### config.mk
export PLATFORM = sky130hd
export DESIGN_NAME = axi_b_buffer_stat
export DESIGN_NICKNAME = d
export VERILOG_FILES = /design/src/rtl/axi_b_pkg.sv /design/src/rtl/axi_fifo_core.sv /design/src/rtl/axi_b_buffer_stat.sv
export SDC_FILE = /design/constraint.sdc
export NUM_CORES = 1
export LEC_CHECK = 0
export CAP_MARGIN = 30
export CORE_MARGIN = 3
export CORE_UTILIZATION = 32
export CTS_CLUSTER_SIZE = 28
export DETAILED_ROUTE_END_ITERATION = 10
export PLACE_DENSITY = 0.53
export SYNTH_ARGS = -nofsm -noshare
export SYNTH_HDL_FRONTEND = slang
export SYNTH_SLANG_ARGS = --single-unit
### constraint.sdc
create_clock -name clk_i -period 6.2 [get_ports clk_i]
set_clock_uncertainty 0.15 [all_clocks]
set_input_delay 1.24 -clock clk_i [delete_from_list [all_inputs] [get_ports clk_i]]
set_output_delay 1.24 -clock clk_i [all_outputs]
set_load 0.01 [all_outputs]
### src/rtl/axi_b_pkg.sv
// rtl/axi_b_pkg.sv - shared AXI B-channel encodings and helpers
package axi_b_pkg;

   localparam logic [1:0] RESP_OKAY   = 2'b00;
   localparam logic [1:0] RESP_EXOKAY = 2'b01;
   localparam logic [1:0] RESP_SLVERR = 2'b10;
   localparam logic [1:0] RESP_DECERR = 2'b11;

   // SLVERR and DECERR both carry resp[1]=1
   function automatic logic is_err_resp(input logic [1:0] resp);
      return resp[1];
   endfunction

endpackage

### src/rtl/axi_fifo_core.sv
// rtl/axi_fifo_core.sv - circular FIFO of any depth with optional fall-through bypass
module axi_fifo_core #(
   parameter int unsigned DATA_WIDTH   = 8,
   parameter int unsigned DEPTH        = 8,
   parameter bit          FALL_THROUGH = 1'b0,
   localparam int unsigned CNT_W = $clog2(DEPTH + 1),
   localparam int unsigned PTR_W = (DEPTH > 1) ? $clog2(DEPTH) : 1
) (
   input  logic                  clk_i,
   input  logic                  rst_ni,
   input  logic                  in_valid_i,
   input  logic [DATA_WIDTH-1:0] in_data_i,
   output logic                  in_ready_o,
   output logic                  out_valid_o,
   output logic [DATA_WIDTH-1:0] out_data_o,
   input  logic                  out_ready_i,
   output logic [CNT_W-1:0]      usage_o
);

   logic [DATA_WIDTH-1:0] mem_q [DEPTH];
   logic [PTR_W-1:0]      rd_ptr_q, rd_ptr_d;
   logic [PTR_W-1:0]      wr_ptr_q, wr_ptr_d;
   logic [CNT_W-1:0]      count_q, count_d;
   logic                  empty, bypass, push, pop, wr_en, rd_en;

   assign empty      = (count_q == '0);
   assign in_ready_o = (count_q != CNT_W'(DEPTH));
   assign bypass     = FALL_THROUGH && empty;

   assign out_valid_o = bypass ? in_valid_i : !empty;
   assign out_data_o  = bypass ? in_data_i  : mem_q[rd_ptr_q];

   assign push  = in_valid_i && in_ready_o;
   assign pop   = out_valid_o && out_ready_i;
   // a bypassed beat consumed in the same cycle never touches storage
   assign wr_en = push && !(bypass && out_ready_i);
   assign rd_en = pop && !bypass;

   assign usage_o = count_q;

   always_comb begin
      rd_ptr_d = rd_ptr_q;
      wr_ptr_d = wr_ptr_q;
      count_d  = count_q;
      if (wr_en) begin
         wr_ptr_d = (wr_ptr_q == PTR_W'(DEPTH - 1)) ? '0 : wr_ptr_q + PTR_W'(1);
      end
      if (rd_en) begin
         rd_ptr_d = (rd_ptr_q == PTR_W'(DEPTH - 1)) ? '0 : rd_ptr_q + PTR_W'(1);
      end
      if (wr_en && !rd_en) begin
         count_d = count_q + CNT_W'(1);
      end else if (!wr_en && rd_en) begin
         count_d = count_q - CNT_W'(1);
      end
   end

   always_ff @(posedge clk_i or negedge rst_ni) begin
      if (!rst_ni) begin
         rd_ptr_q <= '0;
         wr_ptr_q <= '0;
         count_q  <= '0;
      end else begin
         rd_ptr_q <= rd_ptr_d;
         wr_ptr_q <= wr_ptr_d;
         count_q  <= count_d;
      end
   end

   always_ff @(posedge clk_i) begin
      if (wr_en) begin
         mem_q[wr_ptr_q] <= in_data_i;
      end
   end

endmodule

### src/rtl/axi_b_buffer_stat.sv
// rtl/axi_b_buffer_stat.sv - AXI B-channel buffer with occupancy and error-response statistics
module axi_b_buffer_stat #(
   parameter int unsigned ID_WIDTH      = 4,
   parameter int unsigned USER_WIDTH    = 6,
   parameter int unsigned BUFFER_DEPTH  = 8,
   parameter bit          FALL_THROUGH  = 1'b0,
   parameter int unsigned ERR_CNT_WIDTH = 8
) (
   input  logic                             clk_i,
   input  logic                             rst_ni,
   input  logic                             test_en_i,
   input  logic                             slave_valid_i,
   input  logic [1:0]                       slave_resp_i,
   input  logic [ID_WIDTH-1:0]              slave_id_i,
   input  logic [USER_WIDTH-1:0]            slave_user_i,
   output logic                             slave_ready_o,
   output logic                             master_valid_o,
   output logic [1:0]                       master_resp_o,
   output logic [ID_WIDTH-1:0]              master_id_o,
   output logic [USER_WIDTH-1:0]            master_user_o,
   input  logic                             master_ready_i,
   output logic [$clog2(BUFFER_DEPTH+1)-1:0] usage_o,
   output logic [ERR_CNT_WIDTH-1:0]         err_cnt_o,
   output logic [ID_WIDTH-1:0]              last_err_id_o,
   input  logic                             err_clr_i
);

   import axi_b_pkg::*;

   typedef struct packed {
      logic [ID_WIDTH-1:0]   id;
      logic [USER_WIDTH-1:0] user;
      logic [1:0]            resp;
   } b_beat_t;

   b_beat_t in_beat, out_beat;
   logic    unused_test_en;
   logic    err_pop;

   logic [ERR_CNT_WIDTH-1:0] err_cnt_q, err_cnt_d;
   logic [ID_WIDTH-1:0]      last_err_id_q, last_err_id_d;

   assign unused_test_en = test_en_i;

   assign in_beat = '{id: slave_id_i, user: slave_user_i, resp: slave_resp_i};

   axi_fifo_core #(
      .DATA_WIDTH   ($bits(b_beat_t)),
      .DEPTH        (BUFFER_DEPTH),
      .FALL_THROUGH (FALL_THROUGH)
   ) u_fifo (
      .clk_i       (clk_i),
      .rst_ni      (rst_ni),
      .in_valid_i  (slave_valid_i),
      .in_data_i   (in_beat),
      .in_ready_o  (slave_ready_o),
      .out_valid_o (master_valid_o),
      .out_data_o  (out_beat),
      .out_ready_i (master_ready_i),
      .usage_o     (usage_o)
   );

   assign master_id_o   = out_beat.id;
   assign master_user_o = out_beat.user;
   assign master_resp_o = out_beat.resp;

   assign err_pop = master_valid_o && master_ready_i && is_err_resp(master_resp_o);

   // clear takes priority, then the same-cycle error is counted on top of it
   always_comb begin
      err_cnt_d     = err_cnt_q;
      last_err_id_d = last_err_id_q;
      if (err_clr_i) begin
         err_cnt_d = err_pop ? ERR_CNT_WIDTH'(1) : '0;
      end else if (err_pop && (err_cnt_q != '1)) begin
         err_cnt_d = err_cnt_q + ERR_CNT_WIDTH'(1);
      end
      if (err_pop) begin
         last_err_id_d = master_id_o;
      end
   end

   always_ff @(posedge clk_i or negedge rst_ni) begin
      if (!rst_ni) begin
         err_cnt_q     <= '0;
         last_err_id_q <= '0;
      end else begin
         err_cnt_q     <= err_cnt_d;
         last_err_id_q <= last_err_id_d;
      end
   end

   assign err_cnt_o     = err_cnt_q;
   assign last_err_id_o = last_err_id_q;

endmodule

; Yosys cells after proc, flatten, opt, wreduce, memory -nomap -nowiden
; Memories as Yosys holds them, arrays and structs flattened.
; Cells that the tools add are included.
[classes]
addsub = 5
n_eq_ne = 4
n_mux = 9
reduce_logical = 12
[op_table]
columns = operator, count
row1 = $mux 8, 2
row2 = $add 8x1->8 const B, 1
row3 = $mux 4, 2
row4 = $ne 8x8->1 const B, 1
row5 = $add 3x1->3 const B, 2
row6 = $eq 3x3->1 const B, 2
row7 = $logic_and 1x1->1, 6
row8 = $mux 3, 2
row9 = $add 4x1->4 const B, 1
row10 = $logic_not 4->1, 1
row11 = $ne 4x4->1 const B, 1
row12 = $reduce_bool 2->1, 2
row13 = $sub 4x1->4 const B, 1
row14 = $logic_not 1->1, 3
row15 = $mux 1, 3
[totals]
reg_bits = 22
ram_bits = 96
inputBits = 18
word_cells = 36
n_memories = 1
[memory_table]
columns = name, words, width, rd, rd_ports_with_merged_regs, wr, line_no
row1 = u_fifo.mem_q, 8, 12, 1, 0, 1, axi_fifo_core.sv:20  ; logic [DATA_WIDTH-1:0] mem_q [DEPTH];

; Logic depth before layout (Yosys ltp)
; Gate-level depths: netlist (run 1).
[depth]
ltp_word = 7
ltp_mapped = 10

; Cells and area by module
; Synthesis (run 1) repeated with hierarchy kept, for this count alone.
[hier_totals]
hier_cells = 272
area_unflattened_um2 = 5034.8
[modules_own_cells]
columns = mod, instances, cells_per_inst, area_each_um2, seq_area_each_um2
row1 = axi_fifo_core, 1, 203, 4355.4, 3133.0
row2 = axi_b_buffer_stat, 1, 69, 679.4, 300.3

; Worst setup path after synthesis (run 1)
; No wires, ideal clock.
[synth_path]
path_type = reg-to-output
start = reg u_fifo.rd_ptr_q[0]
end = out master_resp_o[0]
arrival_ns = 1.784
setup_slack_ns = 3.026
path_stages_with_launch = 6
path_cell_list = dfrtp_1 -> buf_4 -> buf_6 -> buf_2 -> mux4_2 -> mux2_2
[synth_between]
elab_chain_cells = 1
[synth_lines]
columns = item, line_no
row1 = from (decl), axi_fifo_core.sv:21  ; logic [PTR_W-1:0] rd_ptr_q, rd_ptr_d;
row2 = from (signal assigned), axi_fifo_core.sv:64  ; rd_ptr_q <= rd_ptr_d;
row3 = $mem_v2 8x12, --
row4 = to (decl), axi_b_buffer_stat.sv:18  ; output logic [1:0] master_resp_o,
; No other way between the ends.

; Final worst setup path (run 1)
[layout_path]
start = reg u_fifo.rd_ptr_q[0]
end = out master_user_o[4]
[layout_between]
elab_chain_cells = 1
[layout_lines]
columns = item, line_no
row1 = $mem_v2 8x12, --
row2 = to (decl), axi_b_buffer_stat.sv:20  ; output logic [USER_WIDTH-1:0] master_user_o,
; No other way between the ends.

==> results_tabular.tex, run 1 <==
\begin{tabular}{lr}
\hline
Metric & Value \\
\hline
\multicolumn{2}{l}{\textbf{Power and ir drop}} \\
\quad Share of total power in sequential cells & 38.5\% \\
\quad Internal power & 2.11 mW \\
\quad Leakage Power & 2.13 nW \\
\quad Worst supply voltage drop on vdd & about 0.22 mV \\
\quad Switching Power & roughly 0.85 mW \\
\quad Sw Share & 28.8\% \\
\quad Power Dens Cells & 479 mW/mm² \\
\quad Share of total power in combinational logic & between 30\% and 40\% \\
\quad Clock group share of total power & between 30\% and 40\% \\
\multicolumn{2}{l}{\textbf{Timing}} \\
\quad Setup TNS after final layout & 0 ps \\
\quad Setup-failing EPs final & 0 \\
\quad Final-report max-slew violation count & 0 \\
\quad Worst-Margin Slew & slightly above 900 ps \\
\quad Unrepaired setup endpoints after global routing & no \\
\quad Worst-case headroom to the max-slew limit & 39.2\% \\
\quad Period Utilization, post-route & 72.2\% \\
\quad Tightest hold margin & 332 ps \\
\quad Final hold violation count & 0 \\
\quad Max Clock Freq & 223 MHz \\
\quad Final Critical Period & 4480 ps \\
\multicolumn{2}{l}{\textbf{Job}} \\
\quad Max\_cap viols & 0 \\
\multicolumn{2}{l}{\textbf{Finish}} \\
\quad Number of antenna diodes & 0 \\
\quad Combined area of the multi-input logic cells & 0.00140 mm² \\
\quad Synth-to-Final Area Change & 26.5\% \\
\quad Final nets & 353 \\
\quad Finished Core Util & 41.9\% \\
\quad Number of fill cells & 1,326 \\
\quad Proportion of layout cells with a drive suffix above 1 & 25.8\% \\
\quad Register area & 0.00343 mm² \\
\multicolumn{2}{l}{\textbf{Synthesis}} \\
\quad Synthesized flop and latch total & 118 \\
\quad Net count of the mapped netlist & between 200 and 300 \\
\quad Post-synthesis cell area & between 0.004 and 0.005 mm² \\
\quad Synth area leaders & sky130\_fd\_sc\_hd\_\_edfxtp\_1, sky130\_fd\_sc\_hd\_\_dfrtp\_1, sky130\_fd\_sc\_hd\_\_mux4\_2 \\
\quad Dominant cell type by area after synthesis & sky130\_fd\_sc\_hd\_\_edfxtp\_1 \\
\quad Most common cell in the netlist & sky130\_fd\_sc\_hd\_\_edfxtp\_1 \\
\quad Library cells used by synthesis & 38 \\
\quad Syn\_area\_per\_cell & 18.7 µm² \\
\quad Portion of the post-synthesis area used by sequential elements & 70.3\% \\
\quad EDFF count, synth & 96 \\
\quad Most used standard cells in the synthesized netlist & sky130\_fd\_sc\_hd\_\_edfxtp\_1, sky130\_fd\_sc\_hd\_\_mux4\_2, sky130\_fd\_sc\_hd\_\_dfrtp\_1 \\
\quad Prevailing post-synth register cell & sky130\_fd\_sc\_hd\_\_edfxtp\_1 \\
\quad Async set-or-reset flop fraction in the synthesized netlist & 18.6\% \\
\quad Area share of the largest cell type after synthesis & 59.0\% \\
\quad Synth warn & 0 \\
\quad Instance count of the mapped netlist & around 260 \\
\multicolumn{2}{l}{\textbf{Routing}} \\
\quad Via/cell ratio & approximately 4.9 \\
\quad Via Count & 2,553 \\
\quad DRC Markers & 0 \\
\quad TritonRoute pass-1 iters & 4 \\
\quad Iteration-0 DRC Markers & 148 \\
\quad Routed Antenna Nets & 0 \\
\quad Post-DR wirelength/cell & between 15 and 20 µm \\
\quad Routed WL & 9.44 mm \\
\multicolumn{2}{l}{\textbf{GRT}} \\
\quad Global-route wire length before repair & 15.2 mm \\
\quad Total Routing Usage GR & 12.5\% \\
\quad Global route overflow & 0 \\
\quad Via count of the first global-routing pass & 2,667 \\
\quad Pin count of the biggest net entering global routing & 26 \\
\quad Number of antenna violations at the first check in global routing & 0 \\
\multicolumn{2}{l}{\textbf{Worst hold path}} \\
\quad Worst min path class & reg2reg \\
\quad Instance count along the most critical hold path & 1 \\
\multicolumn{2}{l}{\textbf{Floorplanning}} \\
\quad Starting density of the core & 33.1\% \\
\quad Horizontal die dimension & about 130 µm \\
\quad Boundary pin count & 48 \\
\quad Total core area & 0.0148 mm² \\
\quad Num rows & 44 \\
\quad Total Die Area & 0.0168 mm² \\
\quad Overall die height & 130 µm \\
\multicolumn{2}{l}{\textbf{Critical path}} \\
\quad Biggest fanout along the worst timing path & 16 \\
\quad Depth of the most critical reg-to-reg path & 10 \\
\quad Required time reported for the critical path endpoint & 4810 ps \\
\quad Endpoint type of the worst setup path & primary output \\
\quad Endpoint arrival time on the critical path & 3090 ps \\
\quad Setup Crit Path Kind & reg2out \\
\quad Startpoint class of the critical path & flip-flop \\
\multicolumn{2}{l}{\textbf{Clock network}} \\
\quad Clock tree from TritonCTS & done \\
\quad Clock latency on the worst-skew pair & around 400 ps \\
\quad Clock-pin slew on the worst setup and hold paths & 50 ps \\
\quad Resized Gates After CTS & 0 \\
\quad H-tree levels & 4 \\
\quad Post-CTS Hold Buffers & 0 \\
\quad Root buf cell & sky130\_fd\_sc\_hd\_\_clkbuf\_16 \\
\quad Postcts setup bufs & 0 \\
\quad Number of buffers created by CTS & 17 \\
\quad Clk buf depth & 2 \\
\quad Clock sink count & 118 \\
\multicolumn{2}{l}{\textbf{Run status}} \\
\quad Status & finished, final reports clean \\
\multicolumn{2}{l}{\textbf{Placement}} \\
\quad DP HPWL & between 5 and 6 mm \\
\quad Number of input and output port buffers inserted & 46 \\
\quad Routability congestion estimate & roughly 0.70 \\
\hline
\end{tabular}
## routing by layer
| layer | track usage, % | vias up | wire length, µm | share of wire, % |
|---|---|---|---|---|
| met3 | 3.87 | 13 | 226 | 2.4 |
| met1 | 15.9 | 1323 | 4320 | 46 |
| li1 | - | 1178 | - | - |
| met5 | 0 | - | 0 | 0 |
| met4 | 5.13 | 0 | 183 | 1.9 |
| met2 | 20.0 | 39 | 4710 | 50 |
## critical path, stage by stage (launching register included)
cell	delay [ps]
sky130_fd_sc_hd__dfrtp_1	940
sky130_fd_sc_hd__buf_4	410
sky130_fd_sc_hd__mux4_2	560
sky130_fd_sc_hd__mux2_2	290
sky130_fd_sc_hd__clkdlybuf4s50_1	480
## flip-flops by register name (all words and copies together) (netlist names)
name / count
u_fifo.mem_q: 96
u_fifo.rd_ptr_q: 3
err_cnt_o: 8
last_err_id_o: 4
u_fifo.usage_o: 4
u_fifo.wr_ptr_q: 3
## power by group through the flow
stage	Combinational (mW)	Sequential, mW	Clock, mW
floorplan	0.610	1.11	0
global placement	0.929	1.16	0
detailed placement	0.939	1.16	0
CTS	0.947	1.15	0.923
global route	1.01	1.17	0.956
finish	0.921	1.14	0.899
## cells in the final DEF (no fill, tap or decap), drive strengths merged, types with 3 or more instances in the layout
master,synthesis,routed
a21o,4,4
a21oi,6,6
buf,7,10
clkbuf,3,18
clkdlybuf4s50,0,46
clkinv,0,10
dfrtp,22,22
edfxtp,96,96
ha,8,8
inv,5,5
mux2,21,21
mux4,24,24
nand2,8,8
nand2b,5,5
nand3,3,3
nor2,11,11
nor2b,3,3
nor3,8,8
o21ai,4,4
o41ai,3,3
or4b,3,3
xnor2,3,3
## worst paths after layout
check | endpoint | startpoint | slack [ps]
setup / recovery | master_user_o[4] | u_fifo.rd_ptr_q[0] | 1720
hold / removal | last_err_id_o[2] | last_err_id_o[2] | 330
setup reg to reg | u_fifo.usage_o[3] | u_fifo.usage_o[0] | 3120
hold reg to reg | last_err_id_o[2] | last_err_id_o[2] | 330
max in group asynchronous | last_err_id_o[0] | rst_ni | 4490
min in group asynchronous | err_cnt_o[7] | rst_ni | 980
## metrics by stage
stage / cells / power [mW] / worst slack [ps] / cell area (µm²)
floorplan: 261 / 1.72 / 3030 / 4890
global placement: 490 / 2.08 / 2040 / 5610
detailed placement: 491 / 2.10 / 2030 / 5640
CTS: 521 / 3.02 / 1600 / 6180
global route: 521 / 3.13 / 1470 / 6180
finish: 521 / 2.96 / 1720 / 6180
## cell families (layout without fill, tap and decap cells)
| family | after synthesis | after routing | synth area share, % |
|---|---|---|---|
| DFF | 118 | 118 | 70.3 |
| buffers and inverters | 15 | 91 | 1.64 |
| adders and majority gates | 9 | 9 | 2.46 |
| AOI/OAI and AO/OA | 20 | 20 | 3.05 |
| and+or+nand+nor | 49 | 49 | 5.35 |
| xor gates and xnor gates | 3 | 3 | 0.538 |
| muxes | 47 | 47 | 16.7 |
## final cells by class
cell class | count | area share, %
clock buffers | 18 | 6.94
clock inverters | 12 | 1.84
inverters | 5 | 0.304
multi-input cells | 128 | 22.7
flip-flops and latches | 118 | 55.5
well taps | 184 | 3.72
repair buffers | 56 | 8.98
Note: power is estimated with default switching activity, not from simulation.
==> run 2: changes to the inputs <==
--- a/config.mk
+++ b/config.mk
@@ -10,7 +10,7 @@
 export CORE_UTILIZATION = 32
 export CTS_CLUSTER_SIZE = 28
 export DETAILED_ROUTE_END_ITERATION = 10
-export PLACE_DENSITY = 0.53
+export PLACE_DENSITY = 0.55
 export SYNTH_ARGS = -nofsm -noshare
 export SYNTH_HDL_FRONTEND = slang
 export SYNTH_SLANG_ARGS = --single-unit
==> constraint.sdc (replaced) <==
create_clock -name clk_i -period 3.6 [get_ports clk_i]
set_clock_uncertainty 0.15 [all_clocks]
set_input_delay 0.72 -clock clk_i [delete_from_list [all_inputs] [get_ports clk_i]]
set_output_delay 0.72 -clock clk_i [all_outputs]
set_load 0.01 [all_outputs]
==> run 2 against run 1 <==
Compared with the run above: sequential share of layout area shrank 0.11 points; critical path depth is the same; core utilization grew 0.085 points; hold slack gained 1.7 ps; first-iteration DRC count grew 4.7%; worst setup slack lost 1400 ps; die area is the same.
==> results_tabular.tex, run 2 (same netlist as run 1, synthesis figures left out) <==
\begin{tabular}{lr}
\hline
Metric & Value \\
\hline
\multicolumn{2}{l}{\textbf{Finish}} \\
\quad Final nets & 357 \\
\quad Register bank with the most flops & u\_fifo.mem\_q \\
\quad Flip-flop count of the largest register after layout & 96 \\
\quad Finished Core Util & 42.0\% \\
\quad Commonest non-fill, non-tap cell in the layout & sky130\_fd\_sc\_hd\_\_edfxtp\_1 \\
\quad Most used cells in the layout excluding fill and tap cells & sky130\_fd\_sc\_hd\_\_edfxtp\_1, sky130\_fd\_sc\_hd\_\_clkdlybuf4s50\_1, sky130\_fd\_sc\_hd\_\_mux4\_2, sky130\_fd\_sc\_hd\_\_dfrtp\_1, sky130\_fd\_sc\_hd\_\_clkbuf\_16 \\
\quad Synth-to-Final Area Change & 26.8\% \\
\quad Proportion of layout cells with a drive suffix above 1 & 26.3\% \\
\quad Final cell count without fillers & between 500 and 600 \\
\quad Number of antenna diodes & 0 \\
\multicolumn{2}{l}{\textbf{Placement}} \\
\quad Worst Setup Slack post-DPL & around 520 ps \\
\quad DP HPWL & 5.68 mm \\
\quad Routability congestion estimate & approximately 0.73 \\
\quad Placed Cells incl. Taps & slightly below 500 \\
\quad Number of input and output port buffers inserted & 46 \\
\multicolumn{2}{l}{\textbf{Routing}} \\
\quad Iteration-0 DRC Markers & between 150 and 200 \\
\quad Post-DR wirelength/cell & between 15 and 20 µm \\
\quad Via Count & 2,566 \\
\quad Via/cell ratio & 4.88 \\
\quad Routed Antenna Nets & 0 \\
\quad TritonRoute pass-1 iters & 4 \\
\quad Routed WL & around 9.3 mm \\
\quad DRC Markers & 0 \\
\multicolumn{2}{l}{\textbf{GRT}} \\
\quad Total Routing Usage GR & between 10\% and 20\% \\
\quad Pin count of the biggest net entering global routing & 26 \\
\quad Number of antenna violations at the first check in global routing & 0 \\
\quad Global-route wire length before repair & 14.8 mm \\
\quad Grt peak-use layer & met2 \\
\quad Met2 GRT Util & 19.4\% \\
\quad Via count of the first global-routing pass & 2,671 \\
\quad Met3 track utilization from global routing & 3.26\% \\
\quad Global route overflow & 0 \\
\quad Fraction of met1 tracks used by global routing & 14.9\% \\
\multicolumn{2}{l}{\textbf{Critical path}} \\
\quad Setup Crit Path Kind & reg2out \\
\quad Biggest fanout along the worst timing path & 17 \\
\quad Critical path, cell by cell & buf\_4 > mux4\_2 > mux2\_2 > clkdlybuf4s50\_1 \\
\quad Critical Path Start & u\_fifo.rd\_ptr\_q[0] \\
\quad Endpoint arrival time on the critical path & 2390 ps \\
\quad Startpoint of the worst register-to-register path & u\_fifo.usage\_o[0] \\
\quad Startpoint class of the critical path & flip-flop \\
\quad Setup slack of the worst register-to-register path & about 600 ps \\
\quad Required time reported for the critical path endpoint & 2730 ps \\
\quad Endpoint type of the worst setup path & primary output \\
\quad Slowest cell on crit path & sky130\_fd\_sc\_hd\_\_mux4\_2 \\
\quad Critical path's largest stage delay & 550 ps \\
\multicolumn{2}{l}{\textbf{Timing}} \\
\quad Final-report max-slew violation count & 0 \\
\quad Worst-case headroom to the max-slew limit & 57.6\% \\
\quad Unrepaired setup endpoints after global routing & no \\
\quad Final Critical Period & between 3000 and 4000 ps \\
\quad Final hold violation count & 0 \\
\quad Final critical-path setup slack & 339 ps \\
\quad Max Clock Freq & 307 MHz \\
\quad Period Utilization, post-route & 90.6\% \\
\quad Tightest hold margin & 334 ps \\
\quad Setup-failing EPs final & 0 \\
\quad Setup TNS after final layout & 0 ps \\
\quad Worst-Margin Slew & 634 ps \\
\multicolumn{2}{l}{\textbf{Job}} \\
\quad Max\_cap viols & 0 \\
\multicolumn{2}{l}{\textbf{Clock network}} \\
\quad Number of buffers created by CTS & 17 \\
\quad Clock-pin slew on the worst setup and hold paths & 50 ps \\
\quad Clock sink count & 118 \\
\quad Clock latency on the worst-skew pair & 410 ps \\
\quad Clk buf depth & 2 \\
\quad Clock tree from TritonCTS & done \\
\quad Root buf cell & sky130\_fd\_sc\_hd\_\_clkbuf\_16 \\
\quad Postcts setup bufs & 0 \\
\quad Resized Gates After CTS & 0 \\
\quad H-tree levels & 4 \\
\quad Post-CTS Hold Buffers & 0 \\
\multicolumn{2}{l}{\textbf{Power and ir drop}} \\
\quad Worst supply voltage drop on vdd & 0.370 mV \\
\quad Clock group share of total power & 30.4\% \\
\quad Share of total power in sequential cells & 36.9\% \\
\quad Share of total power in combinational logic & between 30\% and 40\% \\
\quad Internal power & 3.67 mW \\
\quad Sw Share & between 20\% and 30\% \\
\quad Leakage Power & between 2 and 2.5 nW \\
\quad Power Dens Cells & 830 mW/mm² \\
\quad Switching Power & around 1.5 mW \\
\multicolumn{2}{l}{\textbf{Floorplanning}} \\
\quad Num rows & 44 \\
\quad Starting density of the core & between 30\% and 40\% \\
\quad Total Die Area & 0.0168 mm² \\
\quad Total core area & 0.0148 mm² \\
\quad Boundary pin count & 48 \\
\quad Horizontal die dimension & 130 µm \\
\quad Overall die height & about 130 µm \\
\multicolumn{2}{l}{\textbf{Worst hold path}} \\
\quad Worst min path class & reg2reg \\
\quad Worst Min Path Start & last\_err\_id\_o[3] \\
\multicolumn{2}{l}{\textbf{Run status}} \\
\quad Status & finished, final reports clean \\
\hline
\end{tabular}
## run 2: worst paths after layout
kind                                      to  cells after the start
max reg2reg                u_fifo.usage_o[3]                     10
min in group asynchronous       err_cnt_o[1]                      2
max in group asynchronous       err_cnt_o[5]                      2
min                         last_err_id_o[3]                      1
max                         master_user_o[5]                      4
min reg2reg                 last_err_id_o[3]                      1
## run 2: per-stage QoR
| stage | instance area, µm² | total power, mW |
|---|---|---|
| floorplan | 4890 | 2.96 |
| global placement | 5650 | 3.62 |
| detailed placement | 5650 | 3.66 |
| CTS | 6200 | 5.25 |
| global route | 6200 | 5.45 |
| finish | 6200 | 5.14 |
## run 2: worst max-delay path, delay by kind of cell (launching register included)
family	cells	cell delay, ps
buffers and inverters	2	800
muxes	2	830
DFF	1	340
## run 2: area by class of cell
class	instances	area, µm²
clock buffer	21	440
clock inverter	10	108
fill	1331	8560
inverter	5	18.8
multi-input combinational	128	1400
sequential	118	3430
tap	184	230
timing repair buffer	60	566
## run 2: per-layer routing
metal	wire length, µm	part of all wire, %
met5	0	0
met4	237	2.6
met3	331	3.6
met2	4650	50
met1	4080	44
## run 2: power groups by stage
stage | Clock, mW | Combinational, mW | Sequential, mW
after floorplan | 0 | 1.05 | 1.91
after global placement | 0 | 1.70 | 1.92
after detailed placement | 0 | 1.73 | 1.93
after CTS | 1.61 | 1.74 | 1.90
after global routing | 1.67 | 1.85 | 1.93
final | 1.56 | 1.68 | 1.90
